==> src/rtl/dma_timing_ctrl_if.sv <==
// Bus bundle between the DMA timing controller and its datapath/CPU side.
// The master side belongs to the controller, the slave side to the bus/datapath.
interface dma_timing_ctrl_if #(
  parameter int NUM_CH = 4,
  parameter int CNT_W  = 16,
  localparam int CH_W  = (NUM_CH > 1) ? $clog2(NUM_CH) : 1
);
  logic [NUM_CH-1:0]   DREQ;
  logic                HLDA;
  logic                EOP_N_IN;
  logic                CTRL_DISABLE;
  logic                ROT_PRIO;
  logic [NUM_CH-1:0]   CH_MASK;
  logic [2*NUM_CH-1:0] XFER_TYPE;
  logic [NUM_CH-1:0]   WC_LOAD;
  logic [CNT_W-1:0]    WC_DATA;

  logic                HRQ;
  logic [NUM_CH-1:0]   DACK;
  logic                AEN;
  logic                ADSTB;
  logic                IOR_N;
  logic                IOW_N;
  logic                MEMR_N;
  logic                MEMW_N;
  logic                EOP_N_OUT;
  logic                IDLE_CYCLE;
  logic                ACTIVE_CYCLE;
  logic                ADDR_INC;
  logic [CH_W-1:0]     ACT_CH;
  logic [NUM_CH-1:0]   TC_STATUS;

  modport master (
    input  DREQ, HLDA, EOP_N_IN, CTRL_DISABLE, ROT_PRIO, CH_MASK,
           XFER_TYPE, WC_LOAD, WC_DATA,
    output HRQ, DACK, AEN, ADSTB, IOR_N, IOW_N, MEMR_N, MEMW_N,
           EOP_N_OUT, IDLE_CYCLE, ACTIVE_CYCLE, ADDR_INC, ACT_CH, TC_STATUS
  );

  modport slave (
    output DREQ, HLDA, EOP_N_IN, CTRL_DISABLE, ROT_PRIO, CH_MASK,
           XFER_TYPE, WC_LOAD, WC_DATA,
    input  HRQ, DACK, AEN, ADSTB, IOR_N, IOW_N, MEMR_N, MEMW_N,
           EOP_N_OUT, IDLE_CYCLE, ACTIVE_CYCLE, ADDR_INC, ACT_CH, TC_STATUS
  );
endinterface

==> src/rtl/dma_timing_ctrl.sv <==
// 8237A-style DMA sequencer: channel arbitration, HRQ/HLDA handshake, SI/S0/S1-S4 states,
// word counts and TC/EOP. Define DMA_DEMAND_MODE_EN for back-to-back demand transfers.
module dma_timing_ctrl #(
  parameter int NUM_CH = 4,
  parameter int CNT_W  = 16,
  localparam int CH_W  = (NUM_CH > 1) ? $clog2(NUM_CH) : 1
) (
  input logic           CLK,
  input logic           RESET,
  dma_timing_ctrl_if.master bus
);

  typedef enum logic [2:0] {
    ST_SI, ST_S0, ST_S1, ST_S2, ST_S3, ST_S4
  } state_t;

  state_t state_q, state_d;

  logic              hrq_q, hrq_d;
  logic [NUM_CH-1:0] dack_q, dack_d;
  logic              aen_q, aen_d;
  logic              adstb_q, adstb_d;
  logic              ior_n_q, ior_n_d;
  logic              iow_n_q, iow_n_d;
  logic              memr_n_q, memr_n_d;
  logic              memw_n_q, memw_n_d;
  logic              eop_n_q, eop_n_d;
  logic              addr_inc_q, addr_inc_d;
  logic [CH_W-1:0]   act_ch_q, act_ch_d;
  logic [CH_W-1:0]   last_ch_q, last_ch_d;
  logic              eop_seen_q, eop_seen_d;
  logic [NUM_CH-1:0] tc_status_q, tc_status_d;

  logic [CNT_W-1:0]  wc_cnt [NUM_CH];

  logic [NUM_CH-1:0] valid_req;
  logic [1:0]        xfer_cur;
  logic              is_wr;
  logic              is_rd;
  logic              dec_en;
  logic              tc_hit;
  logic              demand_go;

  // Lowest index in fixed mode; in rotating mode the search starts just after
  // the last serviced channel.
  function automatic logic [CH_W-1:0] arb_pick(input logic [NUM_CH-1:0] req,
                                               input logic              rot,
                                               input logic [CH_W-1:0]   last);
    logic found;
    int   idx;
    arb_pick = '0;
    found    = 1'b0;
    for (int i = 0; i < NUM_CH; i++) begin
      idx = rot ? ((int'(last) + 1 + i) % NUM_CH) : i;
      if (!found && req[idx]) begin
        arb_pick = CH_W'(idx);
        found    = 1'b1;
      end
    end
  endfunction

  function automatic logic [NUM_CH-1:0] ch_onehot(input logic [CH_W-1:0] ch);
    ch_onehot     = '0;
    ch_onehot[ch] = 1'b1;
  endfunction

  assign valid_req = bus.DREQ & ~bus.CH_MASK & {NUM_CH{~bus.CTRL_DISABLE}};
  assign xfer_cur  = bus.XFER_TYPE[2*act_ch_q +: 2];
  assign is_wr     = (xfer_cur == 2'b01);
  assign is_rd     = (xfer_cur == 2'b10);

`ifdef DMA_DEMAND_MODE_EN
  // Keep the bus while the serviced channel still requests and no TC/EOP ended it.
  assign demand_go = eop_n_q & bus.DREQ[act_ch_q] & ~bus.CH_MASK[act_ch_q];
`else
  assign demand_go = 1'b0;
`endif

  always_comb begin
    state_d     = state_q;
    hrq_d       = hrq_q;
    dack_d      = dack_q;
    aen_d       = aen_q;
    adstb_d     = 1'b0;
    ior_n_d     = 1'b1;
    iow_n_d     = 1'b1;
    memr_n_d    = 1'b1;
    memw_n_d    = 1'b1;
    eop_n_d     = 1'b1;
    addr_inc_d  = 1'b0;
    act_ch_d    = act_ch_q;
    last_ch_d   = last_ch_q;
    eop_seen_d  = eop_seen_q;
    tc_status_d = tc_status_q;
    dec_en      = 1'b0;
    tc_hit      = 1'b0;

    unique case (state_q)
      ST_SI: begin
        eop_seen_d = 1'b0;
        if (|valid_req) begin
          hrq_d   = 1'b1;
          state_d = ST_S0;
        end
      end

      ST_S0: begin
        if (~|valid_req) begin
          hrq_d   = 1'b0;
          state_d = ST_SI;
        end else if (bus.HLDA) begin
          act_ch_d = arb_pick(valid_req, bus.ROT_PRIO, last_ch_q);
          aen_d    = 1'b1;
          adstb_d  = 1'b1;
          state_d  = ST_S1;
        end
      end

      ST_S1: begin
        dack_d   = ch_onehot(act_ch_q);
        ior_n_d  = ~is_wr;
        memw_n_d = ~is_wr;
        memr_n_d = ~is_rd;
        iow_n_d  = ~is_rd;
        state_d  = ST_S2;
      end

      ST_S2: begin
        ior_n_d  = ~is_wr;
        memw_n_d = ~is_wr;
        memr_n_d = ~is_rd;
        iow_n_d  = ~is_rd;
        if (!bus.EOP_N_IN) eop_seen_d = 1'b1;
        state_d  = ST_S3;
      end

      // Count, TC and EOP are resolved on the edge into S4 from the pre-decrement count.
      ST_S3: begin
        dec_en     = 1'b1;
        addr_inc_d = 1'b1;
        tc_hit     = (wc_cnt[act_ch_q] == '0) | eop_seen_q | ~bus.EOP_N_IN;
        if (tc_hit) begin
          eop_n_d     = 1'b0;
          tc_status_d = tc_status_q | ch_onehot(act_ch_q);
        end
        state_d    = ST_S4;
      end

      ST_S4: begin
        eop_seen_d = 1'b0;
        if (demand_go) begin
          aen_d   = 1'b1;
          adstb_d = 1'b1;
          state_d = ST_S1;
        end else begin
          hrq_d     = 1'b0;
          aen_d     = 1'b0;
          dack_d    = '0;
          last_ch_d = act_ch_q;
          state_d   = ST_SI;
        end
      end

      default: state_d = ST_SI;
    endcase
  end

  // State and registered command outputs
  always_ff @(posedge CLK) begin
    if (RESET) begin
      state_q     <= ST_SI;
      hrq_q       <= 1'b0;
      dack_q      <= '0;
      aen_q       <= 1'b0;
      adstb_q     <= 1'b0;
      ior_n_q     <= 1'b1;
      iow_n_q     <= 1'b1;
      memr_n_q    <= 1'b1;
      memw_n_q    <= 1'b1;
      eop_n_q     <= 1'b1;
      addr_inc_q  <= 1'b0;
      act_ch_q    <= '0;
      last_ch_q   <= CH_W'(NUM_CH - 1);
      eop_seen_q  <= 1'b0;
      tc_status_q <= '0;
    end else begin
      state_q     <= state_d;
      hrq_q       <= hrq_d;
      dack_q      <= dack_d;
      aen_q       <= aen_d;
      adstb_q     <= adstb_d;
      ior_n_q     <= ior_n_d;
      iow_n_q     <= iow_n_d;
      memr_n_q    <= memr_n_d;
      memw_n_q    <= memw_n_d;
      eop_n_q     <= eop_n_d;
      addr_inc_q  <= addr_inc_d;
      act_ch_q    <= act_ch_d;
      last_ch_q   <= last_ch_d;
      eop_seen_q  <= eop_seen_d;
      tc_status_q <= tc_status_d;
    end
  end

  // Per-channel word counts; a host load beats the transfer decrement.
  always_ff @(posedge CLK) begin
    for (int i = 0; i < NUM_CH; i++) begin
      if (RESET) begin
        wc_cnt[i] <= '0;
      end else if (bus.WC_LOAD[i]) begin
        wc_cnt[i] <= bus.WC_DATA;
      end else if (dec_en && (act_ch_q == CH_W'(i))) begin
        wc_cnt[i] <= wc_cnt[i] - 1'b1;
      end
    end
  end

  assign bus.HRQ          = hrq_q;
  assign bus.DACK         = dack_q;
  assign bus.AEN          = aen_q;
  assign bus.ADSTB        = adstb_q;
  assign bus.IOR_N        = ior_n_q;
  assign bus.IOW_N        = iow_n_q;
  assign bus.MEMR_N       = memr_n_q;
  assign bus.MEMW_N       = memw_n_q;
  assign bus.EOP_N_OUT    = eop_n_q;
  assign bus.ADDR_INC     = addr_inc_q;
  assign bus.ACT_CH       = act_ch_q;
  assign bus.TC_STATUS    = tc_status_q;
  assign bus.IDLE_CYCLE   = (state_q == ST_SI) || (state_q == ST_S0);
  assign bus.ACTIVE_CYCLE = !((state_q == ST_SI) || (state_q == ST_S0));

endmodule
==> src/flat_wrapper.sv <==
// flat-port wrapper written by rule: the top's interface ports become plain ports
module dma_timing_ctrl_flat 
#(
  parameter int NUM_CH = 4,
  parameter int CNT_W  = 16,
  localparam int CH_W  = (NUM_CH > 1) ? $clog2(NUM_CH) : 1
)
  (CLK, RESET, bus_DREQ, bus_HLDA, bus_EOP_N_IN, bus_CTRL_DISABLE, bus_ROT_PRIO, bus_CH_MASK, bus_XFER_TYPE, bus_WC_LOAD, bus_WC_DATA, bus_HRQ, bus_DACK, bus_AEN, bus_ADSTB, bus_IOR_N, bus_IOW_N, bus_MEMR_N, bus_MEMW_N, bus_EOP_N_OUT, bus_IDLE_CYCLE, bus_ACTIVE_CYCLE, bus_ADDR_INC, bus_ACT_CH, bus_TC_STATUS);
  dma_timing_ctrl_if #(.NUM_CH(NUM_CH), .CNT_W(CNT_W)) bus_i ();
  input logic CLK;
  input logic RESET;
  input wire logic [$bits(bus_i.DREQ)-1:0] bus_DREQ;
  input wire logic [$bits(bus_i.HLDA)-1:0] bus_HLDA;
  input wire logic [$bits(bus_i.EOP_N_IN)-1:0] bus_EOP_N_IN;
  input wire logic [$bits(bus_i.CTRL_DISABLE)-1:0] bus_CTRL_DISABLE;
  input wire logic [$bits(bus_i.ROT_PRIO)-1:0] bus_ROT_PRIO;
  input wire logic [$bits(bus_i.CH_MASK)-1:0] bus_CH_MASK;
  input wire logic [$bits(bus_i.XFER_TYPE)-1:0] bus_XFER_TYPE;
  input wire logic [$bits(bus_i.WC_LOAD)-1:0] bus_WC_LOAD;
  input wire logic [$bits(bus_i.WC_DATA)-1:0] bus_WC_DATA;
  output wire logic [$bits(bus_i.HRQ)-1:0] bus_HRQ;
  output wire logic [$bits(bus_i.DACK)-1:0] bus_DACK;
  output wire logic [$bits(bus_i.AEN)-1:0] bus_AEN;
  output wire logic [$bits(bus_i.ADSTB)-1:0] bus_ADSTB;
  output wire logic [$bits(bus_i.IOR_N)-1:0] bus_IOR_N;
  output wire logic [$bits(bus_i.IOW_N)-1:0] bus_IOW_N;
  output wire logic [$bits(bus_i.MEMR_N)-1:0] bus_MEMR_N;
  output wire logic [$bits(bus_i.MEMW_N)-1:0] bus_MEMW_N;
  output wire logic [$bits(bus_i.EOP_N_OUT)-1:0] bus_EOP_N_OUT;
  output wire logic [$bits(bus_i.IDLE_CYCLE)-1:0] bus_IDLE_CYCLE;
  output wire logic [$bits(bus_i.ACTIVE_CYCLE)-1:0] bus_ACTIVE_CYCLE;
  output wire logic [$bits(bus_i.ADDR_INC)-1:0] bus_ADDR_INC;
  output wire logic [$bits(bus_i.ACT_CH)-1:0] bus_ACT_CH;
  output wire logic [$bits(bus_i.TC_STATUS)-1:0] bus_TC_STATUS;
  assign bus_i.DREQ = bus_DREQ;
  assign bus_i.HLDA = bus_HLDA;
  assign bus_i.EOP_N_IN = bus_EOP_N_IN;
  assign bus_i.CTRL_DISABLE = bus_CTRL_DISABLE;
  assign bus_i.ROT_PRIO = bus_ROT_PRIO;
  assign bus_i.CH_MASK = bus_CH_MASK;
  assign bus_i.XFER_TYPE = bus_XFER_TYPE;
  assign bus_i.WC_LOAD = bus_WC_LOAD;
  assign bus_i.WC_DATA = bus_WC_DATA;
  assign bus_HRQ = bus_i.HRQ;
  assign bus_DACK = bus_i.DACK;
  assign bus_AEN = bus_i.AEN;
  assign bus_ADSTB = bus_i.ADSTB;
  assign bus_IOR_N = bus_i.IOR_N;
  assign bus_IOW_N = bus_i.IOW_N;
  assign bus_MEMR_N = bus_i.MEMR_N;
  assign bus_MEMW_N = bus_i.MEMW_N;
  assign bus_EOP_N_OUT = bus_i.EOP_N_OUT;
  assign bus_IDLE_CYCLE = bus_i.IDLE_CYCLE;
  assign bus_ACTIVE_CYCLE = bus_i.ACTIVE_CYCLE;
  assign bus_ADDR_INC = bus_i.ADDR_INC;
  assign bus_ACT_CH = bus_i.ACT_CH;
  assign bus_TC_STATUS = bus_i.TC_STATUS;
  dma_timing_ctrl #(.NUM_CH(NUM_CH), .CNT_W(CNT_W)) u_core (.CLK(CLK), .RESET(RESET), .bus(bus_i));
endmodule
==> config.mk <==
export PLATFORM = sky130hd
export DESIGN_NAME = dma_timing_ctrl_flat
export DESIGN_NICKNAME = d
export VERILOG_FILES = /design/src/rtl/dma_timing_ctrl_if.sv /design/src/rtl/dma_timing_ctrl.sv /design/src/flat_wrapper.sv
export SDC_FILE = /design/constraint.sdc
export NUM_CORES = 1
export LEC_CHECK = 0
export CAP_MARGIN = 20
export CORE_MARGIN = 2
export CORE_UTILIZATION = 24
export CTS_CLUSTER_SIZE = 25
export DETAILED_ROUTE_END_ITERATION = 16
export GPL_TIMING_DRIVEN = 0
export SLEW_MARGIN = 20
export SYNTH_ARGS = -nofsm -noshare
export SYNTH_HDL_FRONTEND = slang
export SYNTH_SLANG_ARGS = --single-unit
==> constraint.sdc <==
create_clock -name CLK -period 2.42 [get_ports CLK]
set_input_delay 0.484 -clock CLK [delete_from_list [all_inputs] [get_ports CLK]]
set_output_delay 0.484 -clock CLK [all_outputs]
set_load 0.01 [all_outputs]
==> results of run 1 <==
-- state kept, by name, indices dropped and copies added (netlist names), 2 cells and up, named ones only --
| register | cells |
|---|---|
| u_core.bus.ACT_CH | 2 |
| u_core.bus.DACK | 4 |
| u_core.bus.TC_STATUS | 4 |
| u_core.last_ch_q | 2 |
| u_core.state_q | 3 |
| u_core.wc_cnt | 64 |
-- how the worst min path moves through the flow --
stage | cells after the start | slack (ns) | endpoint | start
2_1_floorplan | 2 | 0.47 | u_core.eop_seen_q | u_core.eop_seen_q
6_report | 2 | 0.47 | u_core.bus.AEN | u_core.bus.AEN
3_3_place_gp | 2 | 0.44 | u_core.bus.TC_STATUS[3] | u_core.bus.TC_STATUS[3]
5_1_grt | 2 | 0.49 | u_core.bus.AEN | u_core.bus.AEN
3_5_place_dp | 2 | 0.45 | u_core.bus.TC_STATUS[3] | u_core.bus.TC_STATUS[3]
4_1_cts | 2 | 0.46 | u_core.bus.TC_STATUS[3] | u_core.bus.TC_STATUS[3]
-- cell type report --
type                    instances  area, µm²  share of cell area [%]
repair buffers                 71        692                    10.7
clock buffers                   9        225                    3.47
multi-input cells             392       2520                    38.8
well taps                     270        338                    5.21
inverters                      18       67.6                    1.04
flip-flops and latches         89       2420                    37.3
plain buffers                  25        123                    1.89
clock inverters                 7        103                    1.58
-- cell usage in the layout, fill, tap and decap left out, types with 5 or more instances in the layout --
cell	instances
buf_4	11
nand2_4	5
or3b_2	5
dfxtp_1	25
xor2_1	16
or4_4	5
nor3b_1	5
edfxtp_1	64
nand2b_1	7
clkbuf_16	9
nand3b_1	5
nor4_1	11
inv_1	18
clkbuf_1	15
nand2_1	75
or4_1	5
clkdlybuf4s50_1	62
xnor2_1	33
nor2_1	41
a21oi_1	19
o21ai_0	64
nor2b_1	10
a21o_1	6
nor3_1	9
-- layer usage --
| metal | GRT usage [%] | up-vias |
|---|---|---|
| met4 | 2.33 | 0 |
| met3 | 4.35 | 8 |
| li1 | - | 2052 |
| met5 | 0 | - |
| met1 | 17.7 | 1984 |
| met2 | 20.0 | 116 |
-- per-stage QoR --
step | setup slack [ns] | hold slack (ns) | total power [mW]
after floorplan | 0.0648 | 0.468 | 2.11
after global placement | -1.00 | 0.444 | 2.30
after detailed placement | -0.609 | 0.448 | 2.31
after CTS | 0.00247 | 0.456 | 3.89
after global routing | -0.0281 | 0.494 | 4.04
final | 0.0331 | 0.465 | 3.88
-- critical path: cells and delay by family, from the launching register on --
| family | cells | cell delay, ns |
|---|---|---|
| AO/OA/AOI/OAI | 2 | 0.41 |
| flip-flops | 1 | 0.44 |
| AND/OR/NAND/NOR | 3 | 1.44 |
-- logic make-up after synthesis --
kind of cell / Yosys count
and+or+nand+nor: 212
AOI/OAI and AO/OA: 123
DFF: 89
xor gates and xnor gates: 49
buffers and inverters: 46
adders and majority gates: 4
muxes: 2
-- repair_timing --
item                       4_1_cts  5_1_grt
pin swaps                        2        2
gates cloned                     2        0
setup endpoints to repair       71       62
buffers inserted                 1        7
gates resized for setup         17       21
-- power by group --
group          switching, mW  internal, mW  total [mW]
sequential            0.0814          1.72        1.80
combinational          0.267         0.248       0.514
clock                  0.643         0.918        1.56
total                  0.991          2.89        3.88
==> qor.csv, run 1 <==
stage,metric,value,unit
run_status,status,completed,
setup_path,cp-endpoint,u_core.bus.TC_STATUS[0],
setup_path,worstPathMaxFanout,5,
synth,synth_fp_nets,571,
hold_path,min_path_type,reg -> reg,
cells_and_area,instances_no_fill,881,
cells_and_area,post-route-util,32.0,%
setup_path,setup.worst_path.start,u_core.wc_cnt[3][10],
synth,synth.largest_area_cell,edfxtp_1,
global_route,grt_pass1_vias,4064,
sta,hold_violations,0,
sta,fmax,419,MHz
clock_network,worstSkewPairLatency,0.35,ns
sta,worst_slew_pin_slew,0.848,ns
placement,portBuffers,62,
sta,finClkSkew,0.00920,ns
synth,yosysUniqueCellTypes,59,
drt,highest_layer,met4,
synth,yosysTopAreaCellShare,38.6,%
pwr,ir_drop,300,µV
cells_and_area,layout.nets,652,
drt,drt_iter0_markers,285,
synth,synth_compound_area_share,15.2,%
drt,drtAntennaViolNets,0,
synth,synth.most_common_cell,nand2_1,
synth,synthSimpleGateAreaFrac,21.8,%
pwr,leakage,2.21,nW
synth,synth_fa_ha_area_share,1.01,%
synth,synth_xor_area_share,8.63,%
synth,ys_warn_count,0,
clock_network,clockRootBuffer,clkbuf_16,
setup_path,critPathSlowestCell,or4_4,
setup_path,crit_type,reg -> reg,
setup_path,critPathLaunchType,flip-flop,
placement,hpwl,9710,µm
floorplan,fp.dieH,148,µm
clock_network,numCtsBuffers,9,
synth,muxShareOfSynthArea,0.905,%
floorplan,start_util,24.5,%
synth,syn_area,4970,µm²
setup_path,critPathCaptureType,flip-flop,
sta,rsz0062_at_grt,true,
cells_and_area,syn2layout_area_growth,30.4,%
setup_path,r2r-end,u_core.bus.TC_STATUS[0],
floorplan,coreArea,20300,µm²
placement,dpl-instance-area,5950,µm²
drt,route.detailed.drc,0,
synth,synth_area_leaders,"edfxtp_1 (39%), dfxtp_1 (10%), o21ai_0 (6.5%)",
sta,finalWorstPathRequiredPeriod,2.39,ns
clock_network,clkSlewWorstSetupHoldPaths,0.07,ns
clock_network,clock_sinks,89,
synth,dominantRegCellSynth,edfxtp_1,
drt,routed_wl,14000,µm
sta,period_share,98.6,%
setup_path,r2r_setup_slack,0.03,ns
placement,dp.cells,858,
setup_path,cp_cell_sequence,"or4_4, or4_4, nor4b_4, o21ai_4, o41ai_2",
drt,route.met3.wl,1090,µm
global_route,grt_max_degree,17,
setup_path,reg2regPathDepth,5,
setup_path,r2r-start,u_core.wc_cnt[3][10],
sta,setup_violations,0,
setup_path,required,2.67,ns
clock_network,cts_tree,yes,
drt,drt-pass1-iter-count,5,
pwr,power.density,598,nW/µm²
cells_and_area,final_area,6490,µm²
global_route,antenna_found_initial,0,
clock_network,clk_path_buf_depth,2,
cells_and_area,antenna_cells,0,
clock_network,cts_hold_buf,0,
synth,synth_top_family_by_area,simple AND/OR/NAND/NOR gates,
clock_network,htree_levels,3,
drt,post_drt_wl_per_cell,15.9,µm
cells_and_area,drive_above_1_share,11.8,%
floorplan,io_pins,63,
drt,met1_length,6530,µm
global_route,overflow,0,
sta,slew_headroom,43.1,%
floorplan,rows,52,
floorplan,die_w,148,µm
drt,wl_met2,6270,µm
floorplan,dieArea,21900,µm²
setup_path,critical_path.max_stage_delay,0.57,ns
synth,ys_top_cells_by_count,"nand2_1 (78), o21ai_0 (65), edfxtp_1 (64)",
global_route,grt_pass1_wl,21900,µm
global_route,globalRouteTotalUtil,12.9,%
sta,maxSlewViolCount,0,
setup_path,critPathMostFrequentCell,or4_4,
cells_and_area,fillers,2147,
flow_run,maxCapViolCount,0,
synth,syn_inst,525,
synth,synth_edf_count,64,
synth,synth-seq-cells,89,
placement,gp_congestion,0.824,
synth,ys_seq_area_share,48.7,%
synth,syn_avg_cell_area,9.48,µm²
sta,tns,0,ns
synth,async_flop_share,0,%
setup_path,arrival,2.64,ns
drt,via_count,4160,
drt,viasPerCell,4.72,
Note: power is estimated with default switching activity, not from simulation.
==> inputs of run 2 (changes only) <==
--- a/config.mk
+++ b/config.mk
@@ -6,7 +6,6 @@
 export NUM_CORES = 1
 export LEC_CHECK = 0
 export CAP_MARGIN = 20
-export CORE_MARGIN = 2
 export CORE_UTILIZATION = 24
 export CTS_CLUSTER_SIZE = 25
 export DETAILED_ROUTE_END_ITERATION = 16
==> run 2 against run 1 <==
Non-clock buffer count is 3 lower. Global-route usage is 0.50 points higher. Cell count decreased by 0.45%. Cell area decreased by 0.81%. First-iteration DRC count is 7.7% lower. Count of clock-buffer cells in the layout did not move. Largest power group unchanged.
==> qor.csv, run 2 (synthesized netlist as in run 1, its figures left out) <==
stage,metric,value,unit
run_status,status,completed,
cells_and_area,instances_no_fill,877,
sta,setup_violations,0,
clock_network,clk_path_buf_depth,2,
sta,finalWorstPathRequiredPeriod,2.38,ns
setup_path,arrival,2.63,ns
flow_run,maxCapViolCount,0,
global_route,grt_max_degree,17,
placement,dp.cells,858,
clock_network,numCtsBuffers,9,
pwr,ir_drop,332,µV
clock_network,htree_levels,3,
setup_path,crit_type,reg -> reg,
global_route,overflow,0,
sta,period_share,98.2,%
sta,worst_slew_pin_slew,0.772,ns
drt,routed_wl,13900,µm
cells_and_area,top_register,u_core.wc_cnt,
cells_and_area,final_common_cell,nand2_1,
drt,drt-pass1-iter-count,4,
pwr,leakage,2.18,nW
clock_network,worstSkewPairLatency,0.35,ns
floorplan,start_util,24.5,%
floorplan,rows,52,
drt,drt_iter0_markers,263,
cells_and_area,mostFrequentLayoutCells,"nand2_1 (75), o21ai_0 (64), edfxtp_1 (64), clkdlybuf4s50_1 (62), nor2_1 (41)",
drt,viasPerCell,4.73,
floorplan,die_w,146,µm
setup_path,critPathSlowestCell,or4_4,
placement,dpl-instance-area,5950,µm²
setup_path,critPathCaptureType,flip-flop,
cells_and_area,fillers,2150,
cells_and_area,seq_area,2420,µm²
drt,post_drt_wl_per_cell,15.8,µm
drt,via_count,4151,
sta,rsz0062_at_grt,true,
sta,maxSlewViolCount,0,
setup_path,critical_path.max_stage_delay,0.57,ns
setup_path,critPathLaunchType,flip-flop,
clock_network,cts_hold_buf,0,
setup_path,cp_cell_sequence,"or4_4, or4_4, nor4b_4, o21ai_2, o32ai_1",
clock_network,clock_sinks,89,
sta,hold_violations,0,
sta,tns,0,ns
pwr,power.density,581,nW/µm²
cells_and_area,drive_above_1_share,11.0,%
global_route,grt_pass1_vias,3825,
placement,portBuffers,62,
global_route,antenna_found_initial,2,
floorplan,fp.dieH,146,µm
cells_and_area,final_area,6430,µm²
cells_and_area,syn2layout_area_growth,29.4,%
cells_and_area,layout.nets,649,
setup_path,required,2.67,ns
clock_network,clkSlewWorstSetupHoldPaths,0.07,ns
cells_and_area,antenna_cells,0,
clock_network,clockRootBuffer,clkbuf_16,
cells_and_area,largest_reg_flops,64,
hold_path,min_path_type,reg -> reg,
sta,finClkSkew,0.00943,ns
floorplan,dieArea,21300,µm²
sta,fmax,421,MHz
sta,setup_slack,0.0424,ns
setup_path,worstPathMaxFanout,5,
placement,hpwl,9710,µm
global_route,grt_pass1_wl,21700,µm
placement,gp_congestion,0.860,
drt,route.detailed.drc,0,
sta,slew_headroom,48.2,%
floorplan,io_pins,63,
cells_and_area,multiInputGateArea,2510,µm²
global_route,globalRouteTotalUtil,13.4,%
clock_network,cts_tree,yes,
placement,post-place-ws,-0.560,ns
drt,drtAntennaViolNets,0,
setup_path,critPathMostFrequentCell,or4_4,
floorplan,coreArea,20300,µm²
## run 2: changes by cell type in the layout (fill, tap and decap cells not counted), sizes merged
cell	delta
clkinvlp	+2
clkbuf	-1
clkinv	-2
buf	-2
bufinv	-1
## run 2: stage by stage
step / total power, mW / hold slack (ns) / utilization (%)
after floorplan: 2.11 / 0.468 / -
after global placement: 2.30 / 0.444 / 29.3
after detailed placement: 2.31 / 0.456 / 29.3
after CTS: 3.75 / 0.470 / 31.2
after global routing: 3.89 / 0.497 / 31.7
final: 3.74 / 0.464 / 31.7
## run 2: repair_timing
action | in CTS | in global routing
pin swaps | 3 | 2
gates resized for setup | 18 | 17
endpoints found under the setup margin | 67 | 97
buffers inserted | 0 | 7
gates cloned | 2 | 0
## run 2: report_power, final
part / switching, mW / total, mW / internal, mW
clock network: 0.623 / 1.42 / 0.801
logic: 0.265 / 0.508 / 0.243
registers: 0.0811 / 1.80 / 1.72
## run 2: path summary, 6_finish.rpt
check | startpoint | endpoint | slack (ns) | cells after the start
worst min register to register | u_core.bus.AEN | u_core.bus.AEN | 0.46 | 2
worst max-delay path | u_core.wc_cnt[3][10] | u_core.bus.TC_STATUS[2] | 0.04 | 5
worst max register to register | u_core.wc_cnt[3][10] | u_core.bus.TC_STATUS[2] | 0.04 | 5
worst min-delay path | u_core.bus.AEN | u_core.bus.AEN | 0.46 | 2
## run 2: worst max-delay path, delay by kind of cell (launching register included)
kind             cells  cell delay (ns)
AND/OR/NAND/NOR      3             1.39
AO/OA/AOI/OAI        2             0.47
flip-flops           1             0.43
## run 2: area by class of cell
cell class | instances | share of cell area (%)
Multi-Input combinational cell | 392 | 39.0
Sequential cell | 89 | 37.6
Timing Repair Buffer | 70 | 10.6
Tap cell | 270 | 5.25
Clock buffer | 9 | 3.50
Buffer | 23 | 1.87
Clock inverter | 6 | 1.05
Inverter | 18 | 1.05
## run 2: layer usage
metal	vias up	part of all wire, %	track usage (%)
met1	1971	50	18.9
li1	2055	-	-
met2	110	42	19.5
met3	11	6.8	4.29
met4	4	0.85	3.59
met5	-	0.21	0
==> inputs of run 3 (changes only) <==
==> constraint.sdc (replaced) <==
create_clock -name CLK -period 1.9 [get_ports CLK]
set_input_delay 0.38 -clock CLK [delete_from_list [all_inputs] [get_ports CLK]]
set_output_delay 0.38 -clock CLK [all_outputs]
set_load 0.01 [all_outputs]
==> run 3 against run 2 <==
The run now ends with setup timing left. Wire length rose by 10%. Critical path depth stayed put. Count of clock-buffer cells in the layout grew 2. Register-to-register slack worse by 0.51 ns.
==> qor.csv, run 3 (synthesized netlist as in run 1, its figures left out) <==
stage,metric,value,unit
run_status,status,"finished, violations left",
run_status,violations,setup timing,
cells_and_area,layout.nets,711,
setup_path,worstPathMaxFanout,5,
cells_and_area,fillers,2020,
placement,gp_congestion,0.821,
pwr,pwr-share-seq,46.1,%
cells_and_area,largest_reg_flops,64,
flow_run,maxCapViolCount,0,
drt,drtAntennaViolNets,0,
setup_path,r2r_setup_slack,-0.47,ns
setup_path,r2r-start,u_core.wc_cnt[3][10],
cells_and_area,multiInputGateArea,3030,µm²
sta,setup_slack,-0.470,ns
placement,post-place-ws,-0.899,ns
sta,rsz0062_at_grt,true,
pwr,p_clk_share,35.0,%
sta,setup_violations,59,
floorplan,fp.dieH,146,µm
global_route,antenna_found_initial,0,
placement,portBuffers,62,
placement,dp.cells,857,
drt,drt-pass1-iter-count,5,
clock_network,htree_levels,3,
drt,viasPerCell,4.78,
pwr,switching_share,26.3,%
clock_network,cts_tree,yes,
sta,worst_slew_pin_slew,0.577,ns
global_route,overflow,0,
global_route,grt_max_degree,17,
floorplan,rows,52,
clock_network,clockRootBuffer,clkbuf_16,
setup_path,arrival,2.62,ns
hold_path,hold_depth,2,
global_route,grt_pass1_wl,23300,µm
global_route,grt_pass1_vias,4230,
drt,via_count,4489,
pwr,combPwrFrac,18.9,%
hold_path,min_path_type,reg -> reg,
floorplan,die_w,146,µm
clock_network,numCtsBuffers,9,
cells_and_area,top_register,u_core.wc_cnt,
placement,hpwl,9530,µm
hold_path,holdPathEnd,u_core.bus.TC_STATUS[0],
floorplan,io_pins,63,
clock_network,clk_path_buf_depth,2,
sta,hold_violations,0,
floorplan,start_util,24.5,%
sta,period_share,125,%
global_route,globalRouteTotalUtil,14.1,%
hold_path,hp-start,u_core.bus.TC_STATUS[0],
cells_and_area,drive_above_1_share,32.3,%
drt,routed_wl,15300,µm
floorplan,dieArea,21300,µm²
sta,maxSlewViolCount,0,
sta,finalWorstPathRequiredPeriod,2.37,ns
sta,finClkSkew,0.00876,ns
cells_and_area,seq_area,2430,µm²
setup_path,r2r-end,u_core.bus.TC_STATUS[3],
pwr,p_int,3.68,mW
setup_path,required,2.15,ns
clock_network,clkSlewWorstSetupHoldPaths,0.07,ns
pwr,leakage,2.68,nW
cells_and_area,syn2layout_area_growth,51.5,%
sta,fmax,422,MHz
sta,tns,-9.02,ns
pwr,total_power,4.99,mW
cells_and_area,final_common_cell,nand2_1,
sta,whs,0.474,ns
setup_path,critPathCaptureType,flip-flop,
cells_and_area,mostFrequentLayoutCells,"nand2_1 (75), edfxtp_1 (64), clkdlybuf4s50_1 (59), buf_4 (56)",
pwr,power.density,662,nW/µm²
setup_path,critPathLaunchType,flip-flop,
clock_network,worstSkewPairLatency,0.34,ns
floorplan,coreArea,20300,µm²
pwr,ir_drop,345,µV
cells_and_area,instances_no_fill,939,
setup_path,reg2regPathDepth,5,
sta,slew_headroom,61.4,%
pwr,power_switching,1.31,mW
drt,drt_iter0_markers,210,
setup_path,crit_type,reg -> reg,
clock_network,clock_sinks,89,
drt,post_drt_wl_per_cell,16.3,µm
drt,route.detailed.drc,0,
cells_and_area,antenna_cells,0,
run 3: layout make-up:
| type | instances | area share (%) |
|---|---|---|
| Multi-Input combinational cell | 393 | 40.2 |
| Sequential cell | 89 | 32.2 |
| Timing Repair Buffer | 131 | 16.0 |
| Tap cell | 270 | 4.48 |
| Clock buffer | 11 | 3.09 |
| Buffer | 23 | 2.46 |
| Inverter | 18 | 0.963 |
| Clock inverter | 4 | 0.598 |
run 3: worst max path at each step:
stage,endpoint,depth (start not counted),slack [ns],from
floorplan,u_core.wc_cnt[3][11],6,-0.25,u_core.wc_cnt[3][1]
global placement,u_core.wc_cnt[3][4],5,-0.93,RESET
detailed placement,u_core.wc_cnt[3][2],5,-0.90,RESET
CTS,u_core.bus.TC_STATUS[0],5,-0.47,u_core.wc_cnt[3][10]
global route,u_core.bus.TC_STATUS[2],5,-0.50,u_core.wc_cnt[3][10]
finish,u_core.bus.TC_STATUS[3],5,-0.47,u_core.wc_cnt[3][10]
run 3: critical path, cell delays in order, from the launching register on:
cell	delay, ns
edfxtp_1	0.42
or4_4	0.56
or4_4	0.46
nor4b_4	0.40
o21ai_4	0.15
o32ai_1	0.28
run 3: timing repair:
item | CTS | global route
resized for setup | 130 | 81
gates cloned | 6 | 0
setup endpoints to repair | 138 | 135
pin swaps | 37 | 42
setup buffers | 42 | 27
hold buffers | 0 | 0
run 3: power groups by stage:
stage / registers (mW) / logic (mW) / clock network (mW)
3_3_place_gp: 2.34 / 0.630 / 0
5_1_grt: 2.31 / 1.02 / 1.84
2_1_floorplan: 2.32 / 0.394 / 0
6_report: 2.30 / 0.944 / 1.74
4_1_cts: 2.29 / 0.811 / 1.77
3_5_place_dp: 2.34 / 0.632 / 0
run 3: layer usage:
| metal | global-route usage, % | wire length (µm) | part of all wire [%] |
|---|---|---|---|
| met5 | 0 | 0 | 0 |
| met4 | 3.44 | 108 | 0.71 |
| met3 | 3.67 | 991 | 6.5 |
| met2 | 20.4 | 6690 | 44 |
| met1 | 20.8 | 7480 | 49 |
run 3: per-stage QoR:
stage,utilization (%),area [µm²]
after floorplan,-,5130
after global placement,30.0,6090
after detailed placement,30.0,6090
after CTS,35.0,7110
after global routing,37.1,7540
final,37.1,7540
